## src/rtl/msgpass_buff_addr_gen.sv

```systemverilog
// Windowed ring-buffer address generator with selectable per-beat stride.
// Optional configuration checks enabled by defining MSGPASS_ADDR_GEN_CHK_EN.
module msgpass_buff_addr_gen #(
    parameter int MSGPASS_BUFF_ADDR_WIDTH = 7,
    parameter int INCREMENT_SRC_NUM       = 4,
    parameter int INCREMENT_SRC_SEL_WIDTH = $clog2(INCREMENT_SRC_NUM),
    parameter int STRIDE_WIDTH            = 4,
    parameter int BEAT_CNT_WIDTH          = 8
) (
    input  logic                                        sys_clk,
    input  logic                                        rstn,
    input  logic                                        start_i,
    input  logic [MSGPASS_BUFF_ADDR_WIDTH-1:0]          base_addr_i,
    input  logic [MSGPASS_BUFF_ADDR_WIDTH:0]            win_size_i,
    input  logic [BEAT_CNT_WIDTH-1:0]                   beat_num_i,
    input  logic [INCREMENT_SRC_NUM*STRIDE_WIDTH-1:0]   incr_src_i,
    input  logic [INCREMENT_SRC_SEL_WIDTH-1:0]          incr_sel_i,
    output logic [MSGPASS_BUFF_ADDR_WIDTH-1:0]          addr_o,
    output logic                                        addr_valid_o,
    input  logic                                        addr_ready_i,
    output logic                                        busy_o,
    output logic                                        done_o,
    output logic                                        cfg_err_o
);

    localparam int AW = MSGPASS_BUFF_ADDR_WIDTH;
    localparam int OW = MSGPASS_BUFF_ADDR_WIDTH + 2;
    localparam int BW = BEAT_CNT_WIDTH;
    localparam int SW = STRIDE_WIDTH;
    localparam logic [AW:0] DEPTH = {1'b1, {AW{1'b0}}};

`ifdef MSGPASS_ADDR_GEN_CHK_EN
    localparam bit CHK_EN = 1'b1;
`else
    localparam bit CHK_EN = 1'b0;
`endif

    localparam logic [1:0] IDLE = 2'd0;
    localparam logic [1:0] RUN  = 2'd1;
    localparam logic [1:0] DONE = 2'd2;

    logic [1:0]                       state_q;
    logic [AW-1:0]                    base_q;
    logic [AW:0]                      win_q;
    logic [BW-1:0]                    cnt_q;
    logic [OW-1:0]                    off_q;
    logic [INCREMENT_SRC_NUM*SW-1:0]  stride_q;
    logic                             cfg_err_q;

    logic [SW-1:0]   stride_sel;
    logic [OW-1:0]   off_sum;
    logic [OW-1:0]   off_next;
    logic [AW:0]     win_eff;
    logic            handshake;
    logic            last_beat;
    logic            win_bad;
    logic            stride_bad;

    always_comb begin
        stride_sel = stride_q[incr_sel_i*SW +: SW];
        off_sum    = off_q + OW'(stride_sel);
        // Single conditional subtract suffices because offset < win and stride < win.
        off_next   = (off_sum >= OW'(win_q)) ? off_sum - OW'(win_q) : off_sum;
        win_eff    = (win_size_i == '0) ? DEPTH : win_size_i;
        handshake  = (state_q == RUN) && addr_ready_i;
        last_beat  = (cnt_q == BW'(1));
        win_bad    = CHK_EN && ((win_size_i == '0) || (win_size_i > DEPTH));
        stride_bad = CHK_EN && (OW'(stride_sel) >= OW'(win_q));
    end

    always_ff @(posedge sys_clk or negedge rstn) begin
        if (!rstn) begin
            state_q   <= IDLE;
            base_q    <= '0;
            win_q     <= '0;
            cnt_q     <= '0;
            off_q     <= '0;
            stride_q  <= '0;
            cfg_err_q <= 1'b0;
        end else begin
            cfg_err_q <= 1'b0;
            case (state_q)
                IDLE: begin
                    if (start_i) begin
                        if (win_bad) begin
                            cfg_err_q <= 1'b1;
                        end else if (beat_num_i == '0) begin
                            state_q <= DONE;
                        end else begin
                            base_q   <= base_addr_i;
                            win_q    <= win_eff;
                            cnt_q    <= beat_num_i;
                            stride_q <= incr_src_i;
                            off_q    <= '0;
                            state_q  <= RUN;
                        end
                    end
                end
                RUN: begin
                    if (handshake) begin
                        if (last_beat) begin
                            state_q <= DONE;
                        end else if (stride_bad) begin
                            cfg_err_q <= 1'b1;
                            state_q   <= DONE;
                        end else begin
                            off_q <= off_next;
                            cnt_q <= cnt_q - BW'(1);
                        end
                    end
                end
                DONE:    state_q <= IDLE;
                default: state_q <= IDLE;
            endcase
        end
    end

    assign addr_valid_o = (state_q == RUN);
    assign addr_o       = (state_q == RUN) ? (base_q + off_q[AW-1:0]) : '0;
    assign busy_o       = (state_q != IDLE);
    assign done_o       = (state_q == DONE);
    assign cfg_err_o    = cfg_err_q;

endmodule

```

## config.mk

```make
export PLATFORM = sky130hd
export DESIGN_NAME = msgpass_buff_addr_gen
export DESIGN_NICKNAME = d
export VERILOG_FILES = /design/src/rtl/msgpass_buff_addr_gen.sv
export SDC_FILE = /design/constraint.sdc
export NUM_CORES = 1
export LEC_CHECK = 0
export BUFFER_PORTS_ARGS = -buffer_cell sky130_fd_sc_hd__buf_2
export CORE_MARGIN = 1.5
export CORE_UTILIZATION = 56
export DETAILED_ROUTE_END_ITERATION = 12
export PLACE_DENSITY = 0.77
export RECOVER_POWER = 50
export SYNTH_ARGS = -nofsm -noshare
export SYNTH_HDL_FRONTEND = slang
export SYNTH_SLANG_ARGS = --single-unit
```

## constraint.sdc

```tcl
create_clock -name sys_clk -period 4.57 [get_ports sys_clk]
set_clock_uncertainty 0.2 [all_clocks]
set_input_delay 0 -clock sys_clk [delete_from_list [all_inputs] [get_ports sys_clk]]
set_output_delay 0 -clock sys_clk [all_outputs]
set_load 0.005 [all_outputs]
```

==> out/results.txt <==
At the pin with the least slew margin, the transition time is 2623 ps. The worst-case clock buffer depth was 2. Class of the most critical setup path: register to register. The flow ran to the end, but the final reports show violations. The share of synthesized registers carrying an async set or reset is 1.000, and the post-detailed-route via-to-cell ratio is 5.643. The required time at the endpoint of the critical path is 4560 ps, and the mux contribution to synthesized area is 0.1274. 0 antenna diodes ended up in the layout.

At the end of routability-driven placement, the weighted congestion stood at 0.8763. The fraction of post-synthesis cell area in the top cell type by area is 0.3885. The final layout contains routed wiring with a total length of 7.222 mm. The critical path arrival came out at 4120 ps. Class of the most critical hold timing path: input port to register. Overall power consumption after layout is estimated at 3.319 mW. For the worst relative slew slack, the log shows -0.7484. The number of synthesis warnings was 0. The xor-xnor portion of the synthesized cell area was 0.04623; the relative area change from synthesis to final layout was 24.16%.

The post-route fraction of the period consumed by the critical path was 0.9046. For the part of the Yosys area used for sequential elements, the log shows 0.3885. Clock root buffer master: clkbuf_8.

Setup violations remaining at the end of the flow were counted as 0. The count of final max-slew check failures was 51; the summed negative setup slack over all endpoints was 0 ps. The routed design could run at a clock period as short as 4134 ps. The logs give 1 for the max-cap violation count and 56 for the number of top-level design ports.

Setup repair after global routing left no endpoint under its margin. The synthesized area per cell is 10.39 um2. The arithmetic-cell share of the synthesized area counting full adders, half adders and majority gates was 0.09635. The synthesized design spends more area on one cell type than any other, namely dfrtp_1. The height of the chip was 78.84 um. The simple-gate share of the synthesized area came out at 0.1352.

The number of nets in the synthesized netlist is 378. The global router's overall resource usage is 0.2584. The leakage power is 1.820 nW, and the worst hold path cell count is 5. The upper clock frequency limit is 241.9 MHz. The dominant combinational cell family by area after synthesis is compound AO/OA/AOI/OAI gates. The tools report the effective utilization at floorplan as 0.5813.

The clock-pin slew reported for the worst setup and hold paths after clock tree synthesis is 90 ps, and the number of buffers added on ports is 54. Across the VDD grid, the largest voltage drop is 618.7 uV. In the final layout, the multi-input gates occupy 0.001821 mm2.

Along the worst path, the maximum fanout reaches 10. The run gives 471 as the final net count. The checks that failed: max-capacitance violations, max-slew violations. The die covers 0.006215 mm2.

For the core footprint, the log shows 0.005540 mm2. The sequential share of power was 0.252. For the worst-skew pair, the clock arrives at the later sink with an insertion delay of 310 ps. The initialized floorplan defines 27 standard-cell rows.

The tools report the violation count after the first detailed-routing iteration as 115. The most used flip-flop cell after synthesis is dfrtp_1. For the largest net degree at the start of global routing, the log shows 51.

The filler cells instantiated in the layout total 404. TritonCTS built the clock tree. Net switching power: 1.501 mW. Summed over all layers, the global routing overflow is 0. The logs give 0 for the final count of hold timing violations and 2 for the number of H-tree levels. The switching share of total power was 0.4524. In this run the remaining antenna-violating nets after routing total 0.

STA classifies the critical path endpoint as a register. The area fraction in compound gates after synthesis was 0.1605; the number of library cell types mapped by synthesis was 59. Summing all flip-flop and latch instances after layout gives 0.001251 mm2. The synthesized design contains 50 register bits. The number of clock buffers added by TritonCTS is 5. The cell-internal power came out at 1.817 mW. Dividing the detail-routed wire length by the instance count gives 15.17 um.

The final routed DRC violation total is 0, and the logic depth of the worst register-to-register path is 15. Die width: 78.84 um. The tools report the number of antenna violations at the first check in global routing as 0. Gates resized during post-CTS repair numbered 0. The post-synthesis instance area was 0.003221 mm2.

The clock network fraction of total power came out at 0.079. The tools report the worst slack on hold paths as 16.03 ps. By area the synthesized netlist is led by dfrtp_1, ha_1, mux2_2, mux2_1, nor2_1. The logs give 0.670 for the share of total power in combinational logic and 2757 for the number of global-route vias before repair. The share of cells above drive strength 1 was 0.2252. The synthesized design contains 0 enable-type register cells. The first TritonRoute pass finished after 4 iterations.

The sum of net half-perimeters after detailed placement was 5.125 mm; the overall via count from detail_route was 2686. The post-synthesis instance total came out at 310. The first global-routing pass estimated 12.54 mm of wire. For this design, the sink count on the clock tree is 50.

Dividing total power by cell area gives a power density of 829.9 mW/mm2. The worst setup path is launched from a register.
path summary, 6_finish.rpt:
kind | from | end | slack [ps]
hold reg to reg | stride_q[10]$_DFFE_PN0P_ | stride_q[10]$_DFFE_PN0P_ | 300
min in group asynchronous | rstn | base_q[1]$_DFFE_PN0P_ | 850
max in group asynchronous | rstn | off_q[7]$_DFFE_PN0P_ | 1840
setup / recovery | stride_q[12]$_DFFE_PN0P_ | off_q[8]$_DFFE_PN0P_ | 440
setup reg to reg | stride_q[12]$_DFFE_PN0P_ | off_q[8]$_DFFE_PN0P_ | 440
hold / removal | start_i | state_q[0]$_DFFE_PN0P_ | 20
layout make-up:
class | count | share of cell area
Timing Repair Buffer | 96 | 0.1708
Tap cell | 72 | 0.02253
Clock inverter | 2 | 0.003442
Inverter | 18 | 0.01690
Sequential cell | 50 | 0.3129
Clock buffer | 6 | 0.01815
Multi-Input combinational cell | 232 | 0.4553
stage by stage:
stage / setup slack (ps) / cell area [um2] / std cells / util
floorplan: 921.6 / 3221 / 310 / -
global placement: 732.6 / 3518 / 427 / 0.6351
detailed placement: 482.3 / 3518 / 427 / 0.6351
CTS: 458.4 / 4015 / 476 / 0.7247
global route: 182.6 / 3999 / 476 / 0.7218
finish: 436.1 / 3999 / 476 / 0.7218
kinds of logic (layout without fill, tap and decap cells):
family | count (synthesis) | count (layout)
fa+ha+maj | 23 | 23
compound gates | 78 | 78
buf+inv | 28 | 122
other cells | 1 | 1
simple gates | 80 | 80
mux | 33 | 33
flops | 50 | 50
xor+xnor | 17 | 17
what timing repair did:
item	CTS	global route
endpoints found under the hold margin	97	0
setup buffers	0	0
hold buffers	41	0
cells in the mapped netlist, types with 3 or more instances:
| cell type | number |
|---|---|
| a211oi_1 | 4 |
| a21o_1 | 6 |
| a21oi_1 | 17 |
| a31oi_1 | 4 |
| and3_1 | 3 |
| buf_6 | 4 |
| clkbuf_1 | 3 |
| dfrtp_1 | 50 |
| fa_1 | 3 |
| ha_1 | 20 |
| inv_1 | 17 |
| mux2_1 | 10 |
| mux2_2 | 14 |
| mux2i_1 | 5 |
| mux4_2 | 4 |
| nand2_1 | 13 |
| nand2b_1 | 5 |
| nand4_1 | 3 |
| nor2_1 | 28 |
| nor3_1 | 4 |
| o21ai_0 | 21 |
| o21ai_1 | 7 |
| xnor2_1 | 12 |
| xor2_1 | 5 |
state kept, by name, summed over array words and instances, names as in the netlist:
| name | count |
|---|---|
| stride_q | 16 |
| off_q | 9 |
| cnt_q | 8 |
| win_q | 8 |
| base_q | 7 |
| state_q | 2 |
layout by cell type, fill, tap and decap left out, types with 3 or more instances in the layout:
cell / n
mux2_1: 10
xor2_1: 5
mux2i_1: 5
mux2_2: 14
nor2_1: 29
a211oi_1: 4
dfrtp_1: 50
fa_1: 3
nand2b_1: 5
clkbuf_1: 5
nand4_1: 3
a21oi_1: 17
clkbuf_8: 5
inv_1: 17
o21ai_0: 21
a31oi_1: 4
nor3_1: 4
and3_1: 3
nand2_1: 13
o21ai_1: 7
a21o_1: 6
ha_1: 20
dlygate4sd3_1: 41
xnor2_1: 12
mux4_2: 4
buf_2: 50
critical path: stages, from the launching register on:
cell and delay, ps:
dfrtp_1 370, mux4_2 230, ha_1 190, inv_1 70, fa_1 410, nand2b_1 200
a21oi_1 360, and3_1 230, xor2_1 230, ha_1 320, nand4_1 120, a21oi_1 90
o31ai_4 290, nand3_2 270, and3_1 280, a2bb2oi_1 140
power by group through the flow:
| stage | logic (mW) | registers, mW | clock network [mW] |
|---|---|---|---|
| global placement | 2.11 | 0.831 | 0 |
| global route | 2.50 | 0.865 | 0.284 |
| detailed placement | 2.18 | 0.843 | 0 |
| CTS | 2.22 | 0.835 | 0.265 |
| floorplan | 1.74 | 0.779 | 0 |
| finish | 2.22 | 0.836 | 0.261 |
routing by layer:
layer	up-vias	GRT usage	wire length (um)
met3	14	0.04713	308
met1	1292	0.3127	3182
met2	77	0.4629	3595
li1	1303	-	-
met4	0	0.08772	135
met5	-	0	0
Power figures use the tool's default switching activity.
